[src/rtl/ip_test_wrapper.sv]
// Single-shot NMR pulse-sequence controller: one excitation window, then one acquisition
// window, then hold in DONE until enable drops. All outputs are registered.
module ip_test_wrapper (
    input  logic         clk_0,
    input  logic         rst_0,
    input  logic [192:0] cfg_0,
    output logic [31:0]  sts_0,
    output logic [6:0]   Leds_0,
    output logic         rst_writer_0,
    output logic         rst_pck_0,
    output logic         rst_f_0,
    output logic [31:0]  size_0,
    output logic [31:0]  nb_of_sample_0,
    output logic [15:0]  cfg_amplitude_0,
    output logic [31:0]  cfg_freq_0,
    output logic         en_gen_0
);

    typedef enum logic [1:0] {
        StIdle    = 2'd0,
        StExcite  = 2'd1,
        StAcquire = 2'd2,
        StDone    = 2'd3
    } state_e;

    state_e      state_q, state_d;
    logic [31:0] cnt_q, cnt_d;
    logic [15:0] shot_q, shot_d;

    logic        rst;
    logic        enable;
    logic [31:0] exc_cycles, acq_cycles;
    logic [31:0] exc_last, acq_last;

    logic        en_gen_d, acq_d, done_d;
    logic [3:0]  onehot_d;

    logic        unused_cfg;

    assign rst        = rst_0 | ~cfg_0[0];
    assign enable     = cfg_0[1];
    assign exc_cycles = cfg_0[159:128];
    assign acq_cycles = cfg_0[191:160];
    assign unused_cfg = ^{cfg_0[15:2], cfg_0[192]};

    // A zero duration behaves like a one-cycle window.
    assign exc_last = (exc_cycles == 32'd0) ? 32'd0 : exc_cycles - 32'd1;
    assign acq_last = (acq_cycles == 32'd0) ? 32'd0 : acq_cycles - 32'd1;

    always_ff @(posedge clk_0) begin
        if (rst) begin
            state_q <= StIdle;
            cnt_q   <= 32'd0;
            shot_q  <= 16'd0;
        end else begin
            state_q <= state_d;
            cnt_q   <= cnt_d;
            shot_q  <= shot_d;
        end
    end

    always_comb begin
        state_d = state_q;
        cnt_d   = cnt_q + 32'd1;
        shot_d  = shot_q;
        unique case (state_q)
            StIdle: begin
                cnt_d = 32'd0;
                if (enable) begin
                    state_d = StExcite;
                end
            end
            StExcite: begin
                if (!enable) begin
                    state_d = StIdle;
                end else if (cnt_q == exc_last) begin
                    state_d = StAcquire;
                    cnt_d   = 32'd0;
                end
            end
            StAcquire: begin
                if (!enable) begin
                    state_d = StIdle;
                end else if (cnt_q == acq_last) begin
                    state_d = StDone;
                    shot_d  = shot_q + 16'd1;
                end
            end
            StDone: begin
                cnt_d = 32'd0;
                if (!enable) begin
                    state_d = StIdle;
                end
            end
            default: state_d = StIdle;
        endcase
    end

    always_comb begin
        en_gen_d = 1'b0;
        acq_d    = 1'b0;
        done_d   = 1'b0;
        onehot_d = 4'b0001;
        unique case (state_q)
            StIdle:    onehot_d = 4'b0001;
            StExcite:  begin onehot_d = 4'b0010; en_gen_d = 1'b1; end
            StAcquire: begin onehot_d = 4'b0100; acq_d    = 1'b1; end
            StDone:    begin onehot_d = 4'b1000; done_d   = 1'b1; end
            default:   onehot_d = 4'b0001;
        endcase
    end

    always_ff @(posedge clk_0) begin
        if (rst) begin
            sts_0        <= 32'd0;
            Leds_0       <= 7'b0000001;
            rst_writer_0 <= 1'b1;
            rst_pck_0    <= 1'b1;
            rst_f_0      <= 1'b1;
            en_gen_0     <= 1'b0;
        end else begin
            sts_0        <= {shot_q, 11'd0, done_d, acq_d, en_gen_d, state_q};
            Leds_0       <= {done_d, en_gen_d, enable, onehot_d};
            rst_writer_0 <= ~acq_d;
            rst_pck_0    <= ~acq_d;
            rst_f_0      <= ~acq_d;
            en_gen_0     <= en_gen_d;
        end
    end

    // Parameters track the config word only while idle; frozen for the whole shot.
    always_ff @(posedge clk_0) begin
        if (rst) begin
            size_0          <= 32'd0;
            nb_of_sample_0  <= 32'd0;
            cfg_amplitude_0 <= 16'd0;
            cfg_freq_0      <= 32'd0;
        end else if (state_q == StIdle) begin
            size_0          <= cfg_0[63:32];
            nb_of_sample_0  <= cfg_0[95:64];
            cfg_amplitude_0 <= cfg_0[31:16];
            cfg_freq_0      <= cfg_0[127:96];
        end
    end

endmodule

[config.mk]
export PLATFORM = sky130hd
export DESIGN_NAME = ip_test_wrapper
export DESIGN_NICKNAME = d
export VERILOG_FILES = /design/src/rtl/ip_test_wrapper.sv
export SDC_FILE = /design/constraint.sdc
export NUM_CORES = 1
export LEC_CHECK = 0
export ABC_CLOCK_PERIOD_IN_PS = 11500
export BUFFER_PORTS_ARGS = -buffer_cell sky130_fd_sc_hd__buf_2
export CAP_MARGIN = 20
export CORE_MARGIN = 1.5
export CORE_UTILIZATION = 55
export DETAILED_ROUTE_END_ITERATION = 8
export PLACE_DENSITY = 0.85
export SYNTH_ARGS = -nofsm -noshare
export SYNTH_HDL_FRONTEND = slang
export SYNTH_SLANG_ARGS = --single-unit
[constraint.sdc]
create_clock -name clk_0 -period 11.5 [get_ports clk_0]
set_input_delay 1.15 -clock clk_0 [delete_from_list [all_inputs] [get_ports clk_0]]
set_output_delay 1.15 -clock clk_0 [all_outputs]
set_load 0.02 [all_outputs]
==> flow_metrics.env, run 1 <==
export IMPL_period_needed_ps=5870
export IMPL_synth_most_common_cell="nand2_1"
export IMPL_antenna_found_initial=2
export IMPL_core_area_um2=18200
export IMPL_path_clk_slew_ps=70
export IMPL_drt_initial_drc_count=873
export IMPL_post_route_period_util=0.511
export IMPL_fin_setup_tns_ps=0
export IMPL_powerDensity_nw_per_um2=116
export IMPL_cts_tree="done"
export IMPL_leakage_uw=0.00523
export IMPL_first_global_vias=9945
export IMPL_path_max_fanout=15
export IMPL_synth_cells=1342
export IMPL_grt_max_degree=113
export IMPL_critPathKind="primary input to flip-flop"
export IMPL_yosysWarnings=0
export IMPL_finalSetupViolCount=0
export IMPL_synth_edff_count=0
export IMPL_synthArstFlopShare=0
export IMPL_routed_via_density=5.95
export IMPL_postCtsHoldBufs=0
export IMPL_synth_top_flop_cell="dfxtp_1"
export IMPL_synth_cell_types=78
export IMPL_cts_root_buf="clkbuf_16"
export IMPL_postCtsSetupBuffers=0
export IMPL_area_delta_synth_final_pct=20.0
export IMPL_hpwl_mm=24.3
export IMPL_drc=0
export IMPL_max_slew_margin=0.268
export IMPL_hold_viol_final=0
export IMPL_grt_ovfl_total=0
export IMPL_die_area_um2=19600
export IMPL_final_nets=1779
export IMPL_clkLatencyLatePin_ps=420
export IMPL_start_util=0.567
export IMPL_core_rowCount=49
export IMPL_cts_resized=0
export IMPL_cts_buffer_depth=2
export IMPL_rsz0062_at_grt="no"
export IMPL_drtPass1Iterations=6
export IMPL_fin_skew_ps=16.6
export IMPL_syn_avg_cell_area_um2=7.69
export IMPL_final_max_slew_viol_count=0
export IMPL_irDropWorstVdd_mv=0.118
export IMPL_die_y_um=140
export IMPL_yosys_area_top_type="dfxtp_1"
export IMPL_vias=10800
export IMPL_grt_pass1_wl_mm=51.6
export IMPL_worst_slew_pin_slew_ps=1100
export IMPL_yosys_top_cells_area="dfxtp_1 36%, nand2_1 9.8%, a21oi_1 6.7%, xnor2_1 4.3%, nor3_1 3.2%"
export IMPL_finalWorstSetupSlack_ps=5630
export IMPL_netlist_area_um2=10300
export IMPL_gp_congestion=0.996
export IMPL_worst_ep_arrival_time_ps=6170
export IMPL_cp_data_required_time_ps=11800
export IMPL_cp_start_kind="primary input"
export IMPL_timing_fmax_ghz=0.170
export IMPL_htree_levels=4
export IMPL_whs_ps=451
export IMPL_antenna_left=0
export IMPL_dp_slack_ps=5390
export IMPL_hold_class="flip-flop to flip-flop"
export IMPL_cts_sinks=186
export IMPL_io_pins=350
export IMPL_synth_seq_area_share=0.361
export IMPL_drive_above_1_share=0.254
export IMPL_ys_ff_latch=186
export IMPL_synthTopCellsByCount="269 x nand2_1, 186 x dfxtp_1, 139 x a21oi_1, 80 x clkbuf_1, 65 x nor3_1"
export IMPL_grt_use_total=0.326
export IMPL_avgRoutedWirePerCell_um=18.0
export IMPL_status="finished, final reports clean"
export IMPL_synth_top_area_frac=0.361
export IMPL_maxCapViolations=0
export IMPL_cp_end_kind="flip-flop"
export IMPL_dieWidth_um=140
export IMPL_rrSetupSlack_ps=7820
export IMPL_wl_mm=32.9
export IMPL_numCtsBuffers=17
export IMPL_portBuffers=323
area by class of cell:
type / instances / area (µm²)
antenna: 2 / 5.00
clock buffer: 19 / 443
clock inverter: 13 / 144
fill: 1544 / 5820
inverter: 19 / 71.3
multi-input combinational: 1026 / 6030
sequential: 186 / 3720
tap: 229 / 287
timing repair buffer: 330 / 1690
worst max-delay path: stages:
cell,delay [ps]
buf_2,130
inv_1,80
ha_1,210
or4b_2,660
nor3_1,660
nand3_1,510
o21a_1,250
o32a_1,340
a2111oi_0,500
nand4b_1,830
nor3_2,500
mux2_1,350
registers in the layout, summed over array words and instances (netlist names):
| name | cells |
|---|---|
| nb_of_sample_0 | 32 |
| Leds_0 | 2 |
| cnt_q | 32 |
| cfg_freq_0 | 32 |
| rst_f_0 | 1 |
| state_q | 2 |
| shot_q | 16 |
| size_0 | 32 |
| sts_0 | 21 |
| cfg_amplitude_0 | 16 |
where the power goes:
group | internal [µW] | switching (µW) | total, µW
clock network | 316 | 271 | 586
logic | 69.0 | 112 | 181
registers | 661 | 8.21 | 669
total | 1050 | 391 | 1440
placed cells by master, fill, tap and decap left out, types with 34 or more instances in the layout:
master   count
a21oi_1    139
buf_2      323
dfxtp_1    186
nand2_1    269
nand4_1     34
nor2_1      61
nor3_1      65
nor4_1      35
xnor2_1     51
xor2_1      34
logic make-up (layout without fill, tap and decap cells):
group | Yosys count | in the layout | synth area share
adder cells (fa/ha/maj) | 4 | 4 | 0.00485
flip-flops | 186 | 186 | 0.361
other | 1 | 13 | 0.000363
multiplexers | 24 | 24 | 0.0265
AND/OR/NAND/NOR | 656 | 656 | 0.323
XOR/XNOR | 89 | 89 | 0.0810
buffers and inverters | 140 | 381 | 0.0616
AO/OA/AOI/OAI | 242 | 242 | 0.142
stage by stage:
stage / cells / utilization / instance area [µm²] / power, µW
6_report: 1824 / 0.681 / 12400 / 1440
5_1_grt: 1824 / 0.681 / 12400 / 1490
4_1_cts: 1821 / 0.679 / 12400 / 1440
3_5_place_dp: 1789 / 0.647 / 11800 / 861
3_3_place_gp: 1789 / 0.647 / 11800 / 858
2_1_floorplan: 1352 / - / 10400 / 787
path summary, 6_finish.rpt:
path                                                 start                    endpoint  cells past startpoint
worst max-delay path                            cfg_0[160]      shot_q[0]$_SDFFE_PP0P_                     12
worst min-delay path            cfg_freq_0[5]$_SDFFE_PP0N_  cfg_freq_0[5]$_SDFFE_PP0N_                      2
worst max register to register        cnt_q[23]$_SDFF_PP0_      shot_q[0]$_SDFFE_PP0P_                      9
worst min register to register  cfg_freq_0[5]$_SDFFE_PP0N_  cfg_freq_0[5]$_SDFFE_PP0N_                      2
metal layers:
layer  global-route usage  wire, µm
met2                0.533     15400
met5                    0         0
met1                0.412     13200
met4                0.124       917
met3               0.0858      3360
Note: power is estimated with default switching activity, not from simulation.
==> run 2, diff against run 1 <==
==> config.mk (replaced) <==
export PLATFORM = sky130hd
export DESIGN_NAME = ip_test_wrapper
export DESIGN_NICKNAME = d
export VERILOG_FILES = /design/src/rtl/ip_test_wrapper.sv
export SDC_FILE = /design/constraint.sdc
export NUM_CORES = 1
export LEC_CHECK = 0
export ABC_AREA = 1
export ABC_CLOCK_PERIOD_IN_PS = 4900
export BUFFER_PORTS_ARGS = -buffer_cell sky130_fd_sc_hd__buf_2
export CAP_MARGIN = 20
export CORE_MARGIN = 1.5
export CORE_UTILIZATION = 46
export DETAILED_ROUTE_END_ITERATION = 8
export PLACE_DENSITY = 0.76
export SYNTH_ARGS = -nofsm -noshare
export SYNTH_HDL_FRONTEND = slang
export SYNTH_SLANG_ARGS = --single-unit
==> constraint.sdc (replaced) <==
create_clock -name clk_0 -period 4.9 [get_ports clk_0]
set_input_delay 0.49 -clock clk_0 [delete_from_list [all_inputs] [get_ports clk_0]]
set_output_delay 0.49 -clock clk_0 [all_outputs]
set_load 0.02 [all_outputs]
==> run 2 against run 1 <==
  * Sequential cell count is the same
  * Critical path type unchanged
  * Wire length increased by 2.1%
  * Count of clock-buffer cells in the layout fell by 2
  * Global-route usage is 4.2 points lower
  * Clock skew grew 5.3 ps
  * Hold slack worse by 190 ps
  * Critical path depth rose by 8
  * Register-to-register slack lost 5500 ps
  * Final area rose by 1.5%
  * Synthesized cell count rose by 22%
  * Clock power grew 140%
  * Sequential share of layout area is 0.45 points lower
  * Highest routed layer is now met5
==> flow_metrics.env, run 2 <==
export IMPL_worst_ep_arrival_time_ps=3600
export IMPL_drt_initial_drc_count=885
export IMPL_cts_resized=0
export IMPL_most_common_layout_cells="460 x nor2_1, 330 x nand2_1, 323 x buf_2, 186 x dfxtp_1, 144 x o21ai_0"
export IMPL_path_cells="buf_2, inv_1, ha_1, nand2_2, nor2_8, nand2_1, nor2_2, inv_1, nand3_1, nand2_1, nor2_1, nand2_1, nor2_1, nand2_1, nor2_2, nand3_2, nor2_4, inv_2, o21ai_0, nor2_1"
export IMPL_drc=0
export IMPL_grt_use_total=0.284
export IMPL_hold_class="primary input to flip-flop"
export IMPL_grt_pass1_wl_mm=53.4
export IMPL_synth_cell_types=34
export IMPL_routed_via_density=5.17
export IMPL_slowest_stage="nor2_4"
export IMPL_cts_sinks=186
export IMPL_postCtsHoldBufs=0
export IMPL_clkLatencyLatePin_ps=440
export IMPL_max_stage_delay_ps=380
export IMPL_ys_ff_latch=186
export IMPL_fin_setup_tns_ps=0
export IMPL_grt_ovfl_total=0
export IMPL_path_clk_slew_ps=80
export IMPL_yosysWarnings=0
export IMPL_max_slew_margin=0.266
export IMPL_core_rowCount=54
export IMPL_final_max_slew_viol_count=0
export IMPL_htree_levels=4
export IMPL_start_util=0.471
export IMPL_timing_fmax_ghz=0.307
export IMPL_cp_data_required_time_ps=5240
export IMPL_rrSetupSlack_ps=2300
export IMPL_synth_most_common_cell="nor2_1"
export IMPL_antenna_left=0
export IMPL_post_route_period_util=0.665
export IMPL_synth_cells=1639
export IMPL_hold_viol_final=0
export IMPL_yosys_top_cells_area="dfxtp_1 36%, nor2_1 17%, nand2_1 12%, o21ai_0 7.0%, nand3_1 4.9%"
export IMPL_synth_top_area_frac=0.360
export IMPL_cp_end_kind="flip-flop"
export IMPL_synth_edff_count=0
export IMPL_worst_slew_pin_slew_ps=1100
export IMPL_die_y_um=153
export IMPL_drive_above_1_share=0.207
export IMPL_cts_tree="done"
export IMPL_grt_max_degree=124
export IMPL_synth_top_flop_cell="dfxtp_1"
export IMPL_crit_start="cfg_0[160]"
export IMPL_core_area_um2=22000
export IMPL_path_max_fanout=19
export IMPL_final_util=0.573
export IMPL_avgRoutedWirePerCell_um=15.1
export IMPL_irDropWorstVdd_mv=0.239
export IMPL_fin_skew_ps=22.0
export IMPL_first_global_vias=10400
export IMPL_final_nets=2119
export IMPL_whs_ps=264
export IMPL_maxCapViolations=0
export IMPL_leakage_uw=0.00585
export IMPL_netlist_area_um2=10300
export IMPL_cts_root_buf="clkbuf_16"
export IMPL_dieWidth_um=153
export IMPL_area_delta_synth_final_pct=21.7
export IMPL_rsz0062_at_grt="no"
export IMPL_postCtsSetupBuffers=0
export IMPL_io_pins=350
export IMPL_gp_congestion=0.947
export IMPL_powerDensity_nw_per_um2=278
export IMPL_syn_avg_cell_area_um2=6.31
export IMPL_synth_seq_area_share=0.360
export IMPL_numCtsBuffers=17
export IMPL_die_area_um2=23400
export IMPL_critPathKind="primary input to flip-flop"
export IMPL_finalSetupViolCount=0
export IMPL_cts_buffer_depth=2
export IMPL_reg2reg_from="cnt_q[2]$_SDFF_PP0_"
export IMPL_synthTopCellsByCount="462 x nor2_1, 330 x nand2_1, 186 x dfxtp_1, 144 x o21ai_0, 129 x inv_1"
export IMPL_final_common_cell="nor2_1"
export IMPL_status="finished, final reports clean"
export IMPL_portBuffers=323
export IMPL_period_needed_ps=3260
export IMPL_hp_start="cfg_0[32]"
export IMPL_fillerInstances=2236
export IMPL_crit_path_frequent_cell="nand2_1"
export IMPL_synthArstFlopShare=0
export IMPL_antenna_found_initial=11
export IMPL_vias=11500
export IMPL_drtPass1Iterations=9
export IMPL_wl_mm=33.6
export IMPL_yosys_area_top_type="dfxtp_1"
export IMPL_hpwl_mm=25.7
export IMPL_cp_start_kind="primary input"
[run 2: cell families after synthesis]
family                     count (synthesis)  synth area share
AOI/OAI and AO/OA                        181            0.0935
buffers and inverters                    210            0.0900
other                                      1          0.000363
and+or+nand+nor                         1004             0.406
DFF                                      186             0.360
xor gates and xnor gates                  53            0.0449
adders and majority gates                  4           0.00484
[run 2: where the power goes]
group / switching, µW / internal [µW]
clock: 698 / 700
sequential: 24.2 / 1560
combinational: 333 / 177
[run 2: layout make-up]
| type | count | area, µm² | share of cell area |
|---|---|---|---|
| repair buffers | 327 | 1650 | 0.131 |
| clock inverters | 15 | 185 | 0.0147 |
| multi-input cells | 1253 | 5740 | 0.456 |
| diodes | 3 | 7.51 | 0.000597 |
| flip-flops and latches | 186 | 3720 | 0.296 |
| well taps | 280 | 350 | 0.0278 |
| clock buffers | 17 | 425 | 0.0338 |
| inverters | 135 | 508 | 0.0404 |
[run 2: critical path: cells and delay by family]
| family | cells | cell delay, ps |
|---|---|---|
| AOI/OAI and AO/OA | 1 | 200 |
| and+or+nand+nor | 14 | 2000 |
| adders and majority gates | 1 | 210 |
| buffers and inverters | 4 | 690 |
[run 2: stage by stage]
stage / cell area (µm²) / total power (µW) / setup slack, ps / instances
floorplan: 10400 / 1920 / 2260 / 1649
global route: 12600 / 3650 / 1300 / 2215
CTS: 12600 / 3520 / 1660 / 2213
finish: 12600 / 3500 / 1640 / 2216
global placement: 12000 / 2120 / 1270 / 2181
detailed placement: 12000 / 2130 / 1210 / 2181
[run 2: path summary, 6_finish.rpt]
check,end,cells after the start
worst max-delay path,shot_q[2]$_SDFFE_PP0P_,20
worst max register to register,cnt_q[31]$_SDFF_PP0_,11
worst min-delay path,size_0[0]$_SDFFE_PP0N_,3
worst min register to register,sts_0[31]$_SDFF_PP0_,2
[run 2: routing by layer]
layer / routed length [µm] / track usage
met5: 92 / 0
met4: 1070 / 0.116
met3: 2930 / 0.0785
met2: 15600 / 0.473
met1: 13900 / 0.346
==> run 3, diff against run 2 <==
==> config.mk (replaced) <==
export PLATFORM = sky130hd
export DESIGN_NAME = ip_test_wrapper
export DESIGN_NICKNAME = d
export VERILOG_FILES = /design/src/rtl/ip_test_wrapper.sv
export SDC_FILE = /design/constraint.sdc
export NUM_CORES = 1
export LEC_CHECK = 0
export ABC_AREA = 0
export ABC_CLOCK_PERIOD_IN_PS = 3300
export BUFFER_PORTS_ARGS = -buffer_cell sky130_fd_sc_hd__buf_2
export CAP_MARGIN = 20
export CORE_MARGIN = 1.5
export CORE_UTILIZATION = 51
export DETAILED_ROUTE_END_ITERATION = 8
export PLACE_DENSITY = 0.8
export SYNTH_ARGS = -nofsm -noshare
export SYNTH_HDL_FRONTEND = slang
export SYNTH_SLANG_ARGS = --single-unit
==> constraint.sdc (replaced) <==
create_clock -name clk_0 -period 3.3 [get_ports clk_0]
set_input_delay 0.33 -clock clk_0 [delete_from_list [all_inputs] [get_ports clk_0]]
set_output_delay 0.33 -clock clk_0 [all_outputs]
set_load 0.02 [all_outputs]
==> run 3 against run 2 <==
  * The run now ends with negative setup slack left
  * Count of clock-buffer cells in the layout up 1
  * Clock power is 41% higher
  * Setup slack worse by 1700 ps
  * Final area up 12%
==> flow_metrics.env, run 3 (same netlist as run 1, synthesis figures left out) <==
export IMPL_status="finished with violations"
export IMPL_violations="negative setup slack"
export IMPL_area_delta_synth_final_pct=36.1
export IMPL_fin_skew_ps=12.8
export IMPL_vias=11700
export IMPL_max_slew_margin=0.571
export IMPL_final_common_cell="buf_2"
export IMPL_dieWidth_um=145
export IMPL_fin_cells=2026
export IMPL_powerDensity_nw_per_um2=359
export IMPL_start_util=0.525
export IMPL_antenna_found_initial=1
export IMPL_cts_buffer_depth=2
export IMPL_die_area_um2=21100
export IMPL_hp_start="cfg_0[105]"
export IMPL_p_comb_frac=0.146
export IMPL_grt_pass1_wl_mm=55.6
export IMPL_maxCapViolations=0
export IMPL_path_max_fanout=15
export IMPL_path_clk_slew_ps=70
export IMPL_hold_viol_final=0
export IMPL_grt_max_degree=113
export IMPL_antenna_left=0
export IMPL_clkLatencyLatePin_ps=430
export IMPL_grt_use_total=0.323
export IMPL_leakage_uw=0.00622
export IMPL_gp_congestion=0.978
export IMPL_worst_ep_arrival_time_ps=3630
export IMPL_final_nets=1947
export IMPL_finalWorstSetupSlack_ps=-33.4
export IMPL_sw_frac_of_total=0.268
export IMPL_finalSetupViolCount=1
export IMPL_p_int_uw=3700
export IMPL_drc=0
export IMPL_post_route_period_util=1.01
export IMPL_wl_mm=35.8
export IMPL_whs_path_depth=3
export IMPL_r2r_end="shot_q[6]$_SDFFE_PP0P_"
export IMPL_rrSetupSlack_ps=360
export IMPL_hpwl_mm=26.6
export IMPL_routed_via_density=5.76
export IMPL_most_common_layout_cells="321 x buf_2, 269 x nand2_1, 186 x dfxtp_1, 166 x buf_4, 139 x a21oi_1"
export IMPL_cp_end_kind="flip-flop"
export IMPL_cts_sinks=186
export IMPL_pwr_share_seq=0.462
export IMPL_timing_fmax_ghz=0.300
export IMPL_postCtsHoldBufs=0
export IMPL_portBuffers=323
export IMPL_hold_end="cfg_freq_0[9]$_SDFFE_PP0N_"
export IMPL_clock_power_share=0.392
export IMPL_final_max_slew_viol_count=0
export IMPL_htree_levels=4
export IMPL_rsz0062_at_grt="yes"
export IMPL_cts_root_buf="clkbuf_16"
export IMPL_critPathKind="primary input to flip-flop"
export IMPL_irDropWorstVdd_mv=0.408
export IMPL_cp_start_kind="primary input"
export IMPL_drtPass1Iterations=5
export IMPL_die_y_um=145
export IMPL_core_rowCount=51
export IMPL_worst_slew_pin_slew_ps=644
export IMPL_period_needed_ps=3330
export IMPL_hold_class="primary input to flip-flop"
export IMPL_io_pins=350
export IMPL_first_global_vias=10800
export IMPL_reg2regPathDepth=10
export IMPL_cp_data_required_time_ps=3600
export IMPL_numPlacedInstances=1989
export IMPL_grt_ovfl_total=0
export IMPL_drt_initial_drc_count=1132
export IMPL_reg2reg_from="cnt_q[11]$_SDFF_PP0_"
export IMPL_cts_tree="done"
export IMPL_avgRoutedWirePerCell_um=17.7
export IMPL_numCtsBuffers=17
export IMPL_drive_above_1_share=0.348
export IMPL_whs_ps=134
export IMPL_core_area_um2=19700
export IMPL_power_switching_uw=1350
-- run 3: cell types whose count changed in the layout (fill, tap and decap cells not counted), sizes merged, moves of 56 or more --
cell / change
inv: -118
o21ai: -127
a21oi: +123
nor3: +56
nand3: -71
buf: +170
nor2: -417
nand2: -67
-- run 3: layout make-up --
cell class                 instances  area [µm²]
multi-input combinational       1026        6310
fill                            1602        5600
sequential                       186        3720
timing repair buffer             498        3040
clock buffer                      18         439
tap                              265         332
clock inverter                    13         135
inverter                          19        71.3
antenna                            1        2.50
-- run 3: worst max path at each step --
stage | startpoint | cells past startpoint | to | slack [ps]
finish | cfg_0[161] | 14 | shot_q[6]$_SDFFE_PP0P_ | -30
global route | cfg_0[180] | 11 | shot_q[6]$_SDFFE_PP0P_ | -70
CTS | cfg_0[180] | 11 | shot_q[0]$_SDFFE_PP0P_ | 10
detailed placement | cfg_0[163] | 11 | shot_q[3]$_SDFFE_PP0P_ | -510
global placement | cfg_0[163] | 11 | shot_q[4]$_SDFFE_PP0P_ | -460
floorplan | cfg_0[187] | 13 | shot_q[10]$_SDFFE_PP0P_ | -180
-- run 3: critical path, stage by stage --
cell and delay (ps):
buf_2 120, or4_4 580, buf_4 170, or2_4 250, buf_4 150, buf_4 140
a22o_1 200, a21oi_1 220, o2111ai_1 190, nor4_1 290, nand4b_1 160, buf_6 220
nor3_2 240, mux2_1 370
-- run 3: per-stage QoR --
stage | TNS, ps | power [µW] | utilization | cell area [µm²] | worst slack (ps)
floorplan | -2530 | 2750 | - | 10500 | -183
global placement | -11540 | 3070 | 0.670 | 13200 | -463
detailed placement | -13880 | 3090 | 0.670 | 13200 | -512
CTS | 0 | 5040 | 0.700 | 13800 | 12.9
global route | -202 | 5230 | 0.715 | 14100 | -70.0
finish | -33.4 | 5050 | 0.715 | 14100 | -33.4
-- run 3: routing by layer --
metal,up-vias,GRT usage,routed length [µm]
met4,0,0.141,1230
met3,103,0.0629,3230
met5,-,0,0
met1,5431,0.396,13800
met2,619,0.550,17500
li1,5523,-,-
-- run 3: repair_timing --
item,in CTS,in global routing
setup buffers,0,4
resized for setup,4,49
setup endpoints to repair,6,17
cloned,0,1
pin swaps,0,19
-- run 3: power groups by stage --
stage	Clock (µW)	Sequential (µW)	Combinational (µW)
after floorplan	0	2450	292
after global placement	0	2380	695
after detailed placement	0	2380	708
after CTS	1990	2330	715
after global routing	2100	2340	795
final	1980	2330	738
